File: src/rtl/dmem_arbiter.sv
// dmem_arbiter: 32x19 data memory shared by CPU and host ports, round-robin, one access per grant
module dmem_arbiter #(
   parameter int DW    = 19,
   parameter int AW    = 5,
   parameter int DEPTH = 32
) (
   input  logic          clk,
   input  logic          sys_rst_n,
   input  logic          cpu_req,
   input  logic          cpu_we,
   input  logic [AW-1:0] cpu_addr,
   input  logic [DW-1:0] cpu_wdata,
   output logic          cpu_gnt,
   output logic          cpu_ack,
   output logic [DW-1:0] cpu_rdata,
   input  logic          host_req,
   input  logic          host_we,
   input  logic [AW-1:0] host_addr,
   input  logic [DW-1:0] host_wdata,
   output logic          host_gnt,
   output logic          host_ack,
   output logic [DW-1:0] host_rdata,
   output logic          busy
);
   localparam logic [1:0] S_IDLE   = 2'd0;
   localparam logic [1:0] S_ACCESS = 2'd1;
   localparam logic [1:0] S_RESP   = 2'd2;

   logic [1:0]    state_q, state_d;
   logic          owner_q, owner_d;
   logic          prio_q, prio_d;
   logic          we_q, we_d;
   logic [AW-1:0] addr_q, addr_d;
   logic [DW-1:0] wdata_q, wdata_d;
   logic [DW-1:0] cpu_rdata_q, cpu_rdata_d;
   logic [DW-1:0] host_rdata_q, host_rdata_d;
   logic [DW-1:0] mem_q [DEPTH];
   logic          acc, any_req, win;

   // power-on contents of the data memory
   function automatic logic [DW-1:0] init_word(input int i);
      return (i < 5) ? DW'(i + 1) : (i == 5) ? DW'(15) : '0;
   endfunction

   assign acc     = (state_q == S_ACCESS);
   assign any_req = cpu_req | host_req;
   // 1 selects the host; the pointer only matters when both ask at once
   assign win     = (cpu_req & host_req) ? prio_q : host_req;

   // next state: arbitrate whenever not in ACCESS, latch the winner's command
   always_comb begin
      state_d      = acc ? S_RESP : (any_req ? S_ACCESS : S_IDLE);
      owner_d      = owner_q;
      we_d         = we_q;
      addr_d       = addr_q;
      wdata_d      = wdata_q;
      prio_d       = acc ? ~owner_q : prio_q;
      cpu_rdata_d  = (acc & ~we_q & ~owner_q) ? mem_q[addr_q] : cpu_rdata_q;
      host_rdata_d = (acc & ~we_q & owner_q) ? mem_q[addr_q] : host_rdata_q;
      if (!acc && any_req) begin
         owner_d = win;
         we_d    = win ? host_we : cpu_we;
         addr_d  = win ? host_addr : cpu_addr;
         wdata_d = win ? host_wdata : cpu_wdata;
      end
   end

   // control and response registers
   always_ff @(posedge clk or negedge sys_rst_n) begin
      if (!sys_rst_n) begin
         state_q      <= S_IDLE;
         owner_q      <= 1'b0;
         prio_q       <= 1'b0;
         we_q         <= 1'b0;
         addr_q       <= '0;
         wdata_q      <= '0;
         cpu_rdata_q  <= '0;
         host_rdata_q <= '0;
      end else begin
         state_q      <= state_d;
         owner_q      <= owner_d;
         prio_q       <= prio_d;
         we_q         <= we_d;
         addr_q       <= addr_d;
         wdata_q      <= wdata_d;
         cpu_rdata_q  <= cpu_rdata_d;
         host_rdata_q <= host_rdata_d;
      end
   end

   // storage array; reset restores the boot contents, writes land at the end of ACCESS
   always_ff @(posedge clk or negedge sys_rst_n) begin
      if (!sys_rst_n) begin
         for (int i = 0; i < DEPTH; i++) mem_q[i] <= init_word(i);
      end else if (acc && we_q) begin
         mem_q[addr_q] <= wdata_q;
      end
   end

   assign cpu_gnt    = acc & ~owner_q;
   assign host_gnt   = acc & owner_q;
   assign cpu_ack    = (state_q == S_RESP) & ~owner_q;
   assign host_ack   = (state_q == S_RESP) & owner_q;
   assign cpu_rdata  = cpu_rdata_q;
   assign host_rdata = host_rdata_q;
   assign busy       = (state_q == S_ACCESS) | (state_q == S_RESP);
endmodule

File: config.mk
export PLATFORM = sky130hd
export DESIGN_NAME = dmem_arbiter
export DESIGN_NICKNAME = d
export VERILOG_FILES = /design/src/rtl/dmem_arbiter.sv
export SDC_FILE = /design/constraint.sdc
export NUM_CORES = 1
export LEC_CHECK = 0
export ABC_AREA = 1
export CORE_ASPECT_RATIO = 0.8
export CORE_MARGIN = 8
export CORE_UTILIZATION = 50
export CTS_CLUSTER_DIAMETER = 120
export CTS_CLUSTER_SIZE = 30
export DETAILED_ROUTE_END_ITERATION = 8
export PLACE_DENSITY = 0.69
export SLEW_MARGIN = 10
export SYNTH_ARGS = -nofsm -noshare
export SYNTH_HDL_FRONTEND = slang
export SYNTH_SLANG_ARGS = --single-unit
File: constraint.sdc
create_clock -name clk -period 2.4 [get_ports clk]
set_input_delay 0.72 -clock clk [delete_from_list [all_inputs] [get_ports clk]]
set_output_delay 0.72 -clock clk [all_outputs]
set_load 0.02 [all_outputs]
**Yosys cells after proc, flatten, opt, wreduce, memory -nomap -nowiden**

Cells that the tools add are included.

- Bitwise logic cells: 13
- Magnitude comparators: 2
- Equality and inequality tests: 2
- Multiplexer cells: 12
- Reductions and logical operators: 4

Operators with widths:

| cell | number |
|---|---|
| $bwmux W608 | 1 |
| $bmux W19 S5 | 1 |
| $demux W19 S5 | 1 |
| $mux W19 | 4 |
| $and A1 B1 Y1 | 8 |
| $ge A6 B6 Y1 const B | 1 |
| $lt A6 B1 Y1 const B | 1 |
| $not A5 Y6 | 1 |
| $mux W5 | 1 |
| $logic_and A1 B1 Y1 | 3 |
| $mux W1 | 3 |
| $eq A2 B1 Y1 const B | 1 |
| $eq A2 B2 Y1 const B | 1 |
| $mux W2 | 1 |
| $not A1 Y1 | 2 |
| $or A1 B1 Y1 | 2 |
| $logic_not A1 Y1 | 1 |

- Register bits after elaboration: 675
- Output and inout bits: 43
- Logic and storage cells: 73
- Bits of input ports: 54

**Logic depth before layout (Yosys ltp)**

- Word-level depth: 6
- Gate-level depth with buffers: 14
- Gate-level depth less buffers: 11

**Worst setup path before layout**

Ideal clock, no wire load.

- Kind: register to register
- Start: register state_q[1]
- End: register cpu_rdata_q[10] (netlist: cpu_rdata[10])
- Cell stages (with the launch flop): 11
- Setup time: 0.116 ns
- Data required time: 2.284 ns
- Buffers on the path: 1
- Arrival: 1.713 ns
- Path slack: 0.571 ns
- Cells stage by stage: dfrtp_1 inv_1 ha_1 inv_1 nor2_1 inv_1 nor2_1 clkinv_1 buf_2 nand2_1 nand2_1

- Longest elaborated chain between the ends: 3

Ends and longest elaborated chain:

| what | line | text |
|---|---|---|
| from (decl) | 29 | `logic [1:0] state_q, state_d;` |
| from (signal assigned) | 80 | `state_q <= state_d;` |
| $eq A2 B1 Y1 | 45 | `assign acc = (state_q == S_ACCESS);` |
| named net acc | 38 | `logic acc, any_req, win;` |
| $and A1 B1 Y1 (2 in a row) | 58 | `cpu_rdata_d = (acc & ~we_q & ~owner_q) ? mem_q[addr_q] : cpu_rdata_q;` |
| to (signal assigned) | 86 | `cpu_rdata_q <= cpu_rdata_d;` |
| to (decl) | 35 | `logic [DW-1:0] cpu_rdata_q, cpu_rdata_d;` |

The timed path passes the listed nets, and every way through them passes these cells.
A chain may end at the register's enable or synchronous reset.

**Final worst setup path**

- Start: register cpu_rdata_q[7] (netlist: cpu_rdata[7])
- End: output port cpu_rdata[7]

RTL lines:

| what | line | text |
|---|---|---|
| to (decl) | 15 | `output logic [DW-1:0] cpu_rdata,` |

No word-level cell between the ends.

==> reports/qor.yml <==
maxSlewHeadroom: 0.569
hold_class: "reg2reg"
start_kind: "register"
syn2layout_area_growth_pct: 9.13
total_power_mw: 40.4
htree_levels: 1
required_ns: 1.68
ys_types: 25
ys_seq_area_frac: 0.542
synthCells: 4147
synth.avg_cell_area_sq_um: 7.53
die_h_um: 239
switching_share: 0.427
wl_per_cell_um: 17.0
die_w_um: 295
core_area_sq_um: 62200
status: "finished, final reports clean"
grt.total_usage: 0.237
antenna_found_initial: 3
finalCriticalPeriod_ns: 2.34
synthArstFlopShare: 1.00
yosysWarningCount: 0
grt-ovfl-total: 0
slowest_delay_ns: 0.63
ant_nets: 0
gp_congestion: 0.817
layout.nets: 4156
endpoint_kind: "output port"
rsz0062_at_grt: "yes"
grt_pass1_vias: 24239
slowest_stage: "clkdlybuf4s50_1"
finalSetupTns_ns: 0
path_delay_family: "buffers and inverters"
p_int_mw: 23.1
cp_max_fo: 2
critPathArrivalTime_ns: 1.62
vias_per_cell: 5.20
tightest_slew_ns: 0.646
fmax_mhz: 428
grt_max_degree: 106
finalClockSkew_ns: 0.0173
drv_slew: 0
die_area_sq_um: 70700
clock_sinks: 675
vdd_drop_max_v: 0.00101
final_common_cell: "nand2_1"
cts_buffer_depth: 3
numCtsBuffers: 26
cts_tree: "yes"
drv_cap: 0
finalCritPeriodShare: 0.974
setup_viol: 0
drt_first_pass_iters: 5
dp_hpwl_um: 53200
synth_edf_count: 0
row_count: 82
seq_power_share: 0.443
combPwrFrac: 0.415
path_clk_slew_ns: 0.12
grt_pass1_wl_um: 136000
path_cells: "clkdlybuf4s50_1"
io_pins: 97
p_clk_frac: 0.142
start_util: 0.502
numPortBuffers: 96
final-hold-violation-count: 0
diodes: 0
drt-total-wl_um: 84200
cts_root_buf: "clkbuf_16"
p_leak_nw: 17.6
synth_fp_nets: 4203
power_density_nw_per_um2: 1190
dr.first_iter.drc_count: 2392
ys_seq_elements: 675
synthFlopType: "dfrtp_1"
drive_gt1_frac: 0.0522
switchingPower_mw: 17.3
syn_area_sq_um: 31200
clk_latency_ns: 0.62
drcViolationCount: 0
path_buf_inv: 1
crit_type: "reg2out"
final_cell_mix: "nand2_1 (2,374), dfrtp_1 (662), o21ai_0 (583)"
vias: 25783
==> cells in the mapped netlist, types with 2 or more instances <==
cell / number / area share
nand2_1: 2375 / 0.29
dfrtp_1: 664 / 0.53
o21ai_0: 583 / 0.093
clkbuf_1: 168 / 0.020
buf_2: 98 / 0.016
nor2_1: 67 / 0.0081
o21ai_1: 51 / 0.0082
inv_1: 31 / 0.0037
buf_4: 24 / 0.0058
o22ai_1: 24 / 0.0048
dfstp_2: 11 / 0.0093
clkbuf_2: 10 / 0.0016
buf_1: 8 / 0.00096
nor3_2: 6 / 0.0019
nor3_4: 5 / 0.0026
buf_6: 4 / 0.0014
clkbuf_8: 4 / 0.0018
a21oi_1: 3 / 0.00048
inv_2: 3 / 0.00036
clkinv_1: 2 / 0.00024
ha_1: 2 / 0.00080
==> through the flow <==
| step | cells | cell area [sq um] | utilization | hold slack (ns) | worst slack (ns) |
|---|---|---|---|---|---|
| floorplan | 4147 | 31200 | - | 0.424 | 0.571 |
| global placement | 4910 | 33300 | 0.535 | 0.462 | 0.173 |
| detailed placement | 4910 | 33300 | 0.535 | 0.464 | 0.148 |
| CTS | 4958 | 34100 | 0.548 | 0.494 | -0.00588 |
| global route | 4959 | 34100 | 0.548 | 0.508 | -0.00573 |
| finish | 4959 | 34100 | 0.548 | 0.488 | 0.0625 |
==> power groups by stage <==
stage	combinational [mW]	sequential, mW	clock (mW)
2_1_floorplan	11.0	17.7	0
3_3_place_gp	16.3	18.0	0
3_5_place_dp	16.7	18.1	0
4_1_cts	16.7	17.9	5.87
5_1_grt	18.9	18.4	6.21
6_report	16.8	17.9	5.73
==> worst register-to-register path: stages, from the launching register on <==
cell and delay [ns]:
dfrtp_4 0.58, inv_8 0.22, buf_12 0.31, buf_12 0.28
nand2_1 0.09, nand2_1 0.07, nand2_1 0.05, nand2_1 0.09
nand2_1 0.05, nand2_1 0.08, nor2_1 0.05, nand2_1 0.20
nand2_1 0.08, nand2_1 0.06
==> worst paths after layout <==
| check | start | endpoint | slack, ns | depth (start not counted) |
|---|---|---|---|---|
| setup reg to reg | addr_q[0] | cpu_rdata[5] | 0.15 | 13 |
| hold / removal | host_rdata[15] | host_rdata[15] | 0.49 | 2 |
| min in group asynchronous | sys_rst_n | mem_q[597] | 0.56 | 2 |
| setup / recovery | cpu_rdata[7] | cpu_rdata[7] | 0.06 | 1 |
| max in group asynchronous | sys_rst_n | mem_q[316] | 0.98 | 3 |
| hold reg to reg | host_rdata[15] | host_rdata[15] | 0.49 | 2 |
==> state kept, by name, indices dropped and copies added (netlist names) <==
name / flops
prio_q: 1
cpu_rdata: 19
addr_q: 5
mem_q: 608
host_rdata: 19
state_q: 2
we_q: 1
owner_q: 1
wdata_q: 19
==> cells by family (layout without fill, tap and decap cells) <==
kind of cell / Yosys count / count (layout) / synth area share
AO/OA/AOI/OAI: 661 / 661 / 0.107
adder cells (fa/ha/maj): 2 / 2 / 0.000801
buffers and inverters: 354 / 326 / 0.0523
flip-flops: 675 / 675 / 0.542
AND/OR/NAND/NOR: 2455 / 2455 / 0.299
==> final cells by class <==
cell class	instances	area [sq um]
Tap cell	840	1050
Fill cell	5974	28100
Clock buffer	46	747
Sequential cell	675	16900
Inverter	37	151
Timing Repair Buffer	242	2480
Multi-Input combinational cell	3118	12700
Clock inverter	1	16.3
==> per-layer routing <==
metal,vias to the layer above,share of wire,global-route usage,routed length [um]
met1,12195,0.49,0.369,41500
met3,59,0.077,0.0435,6450
met5,-,0.00032,0,27
met4,4,0.011,0.0287,899
met2,725,0.42,0.354,35300
li1,12800,-,-,-
==> repair_timing <==
item                                    in CTS  in global routing
gates resized for setup                     21                  7
hold endpoints to repair                    23                  0
hold buffers                                 1                  0
setup buffers                                0                  1
endpoints found under the setup margin       5                  7
pin swaps                                    0                  0
Note: power is estimated with default switching activity, not from simulation.
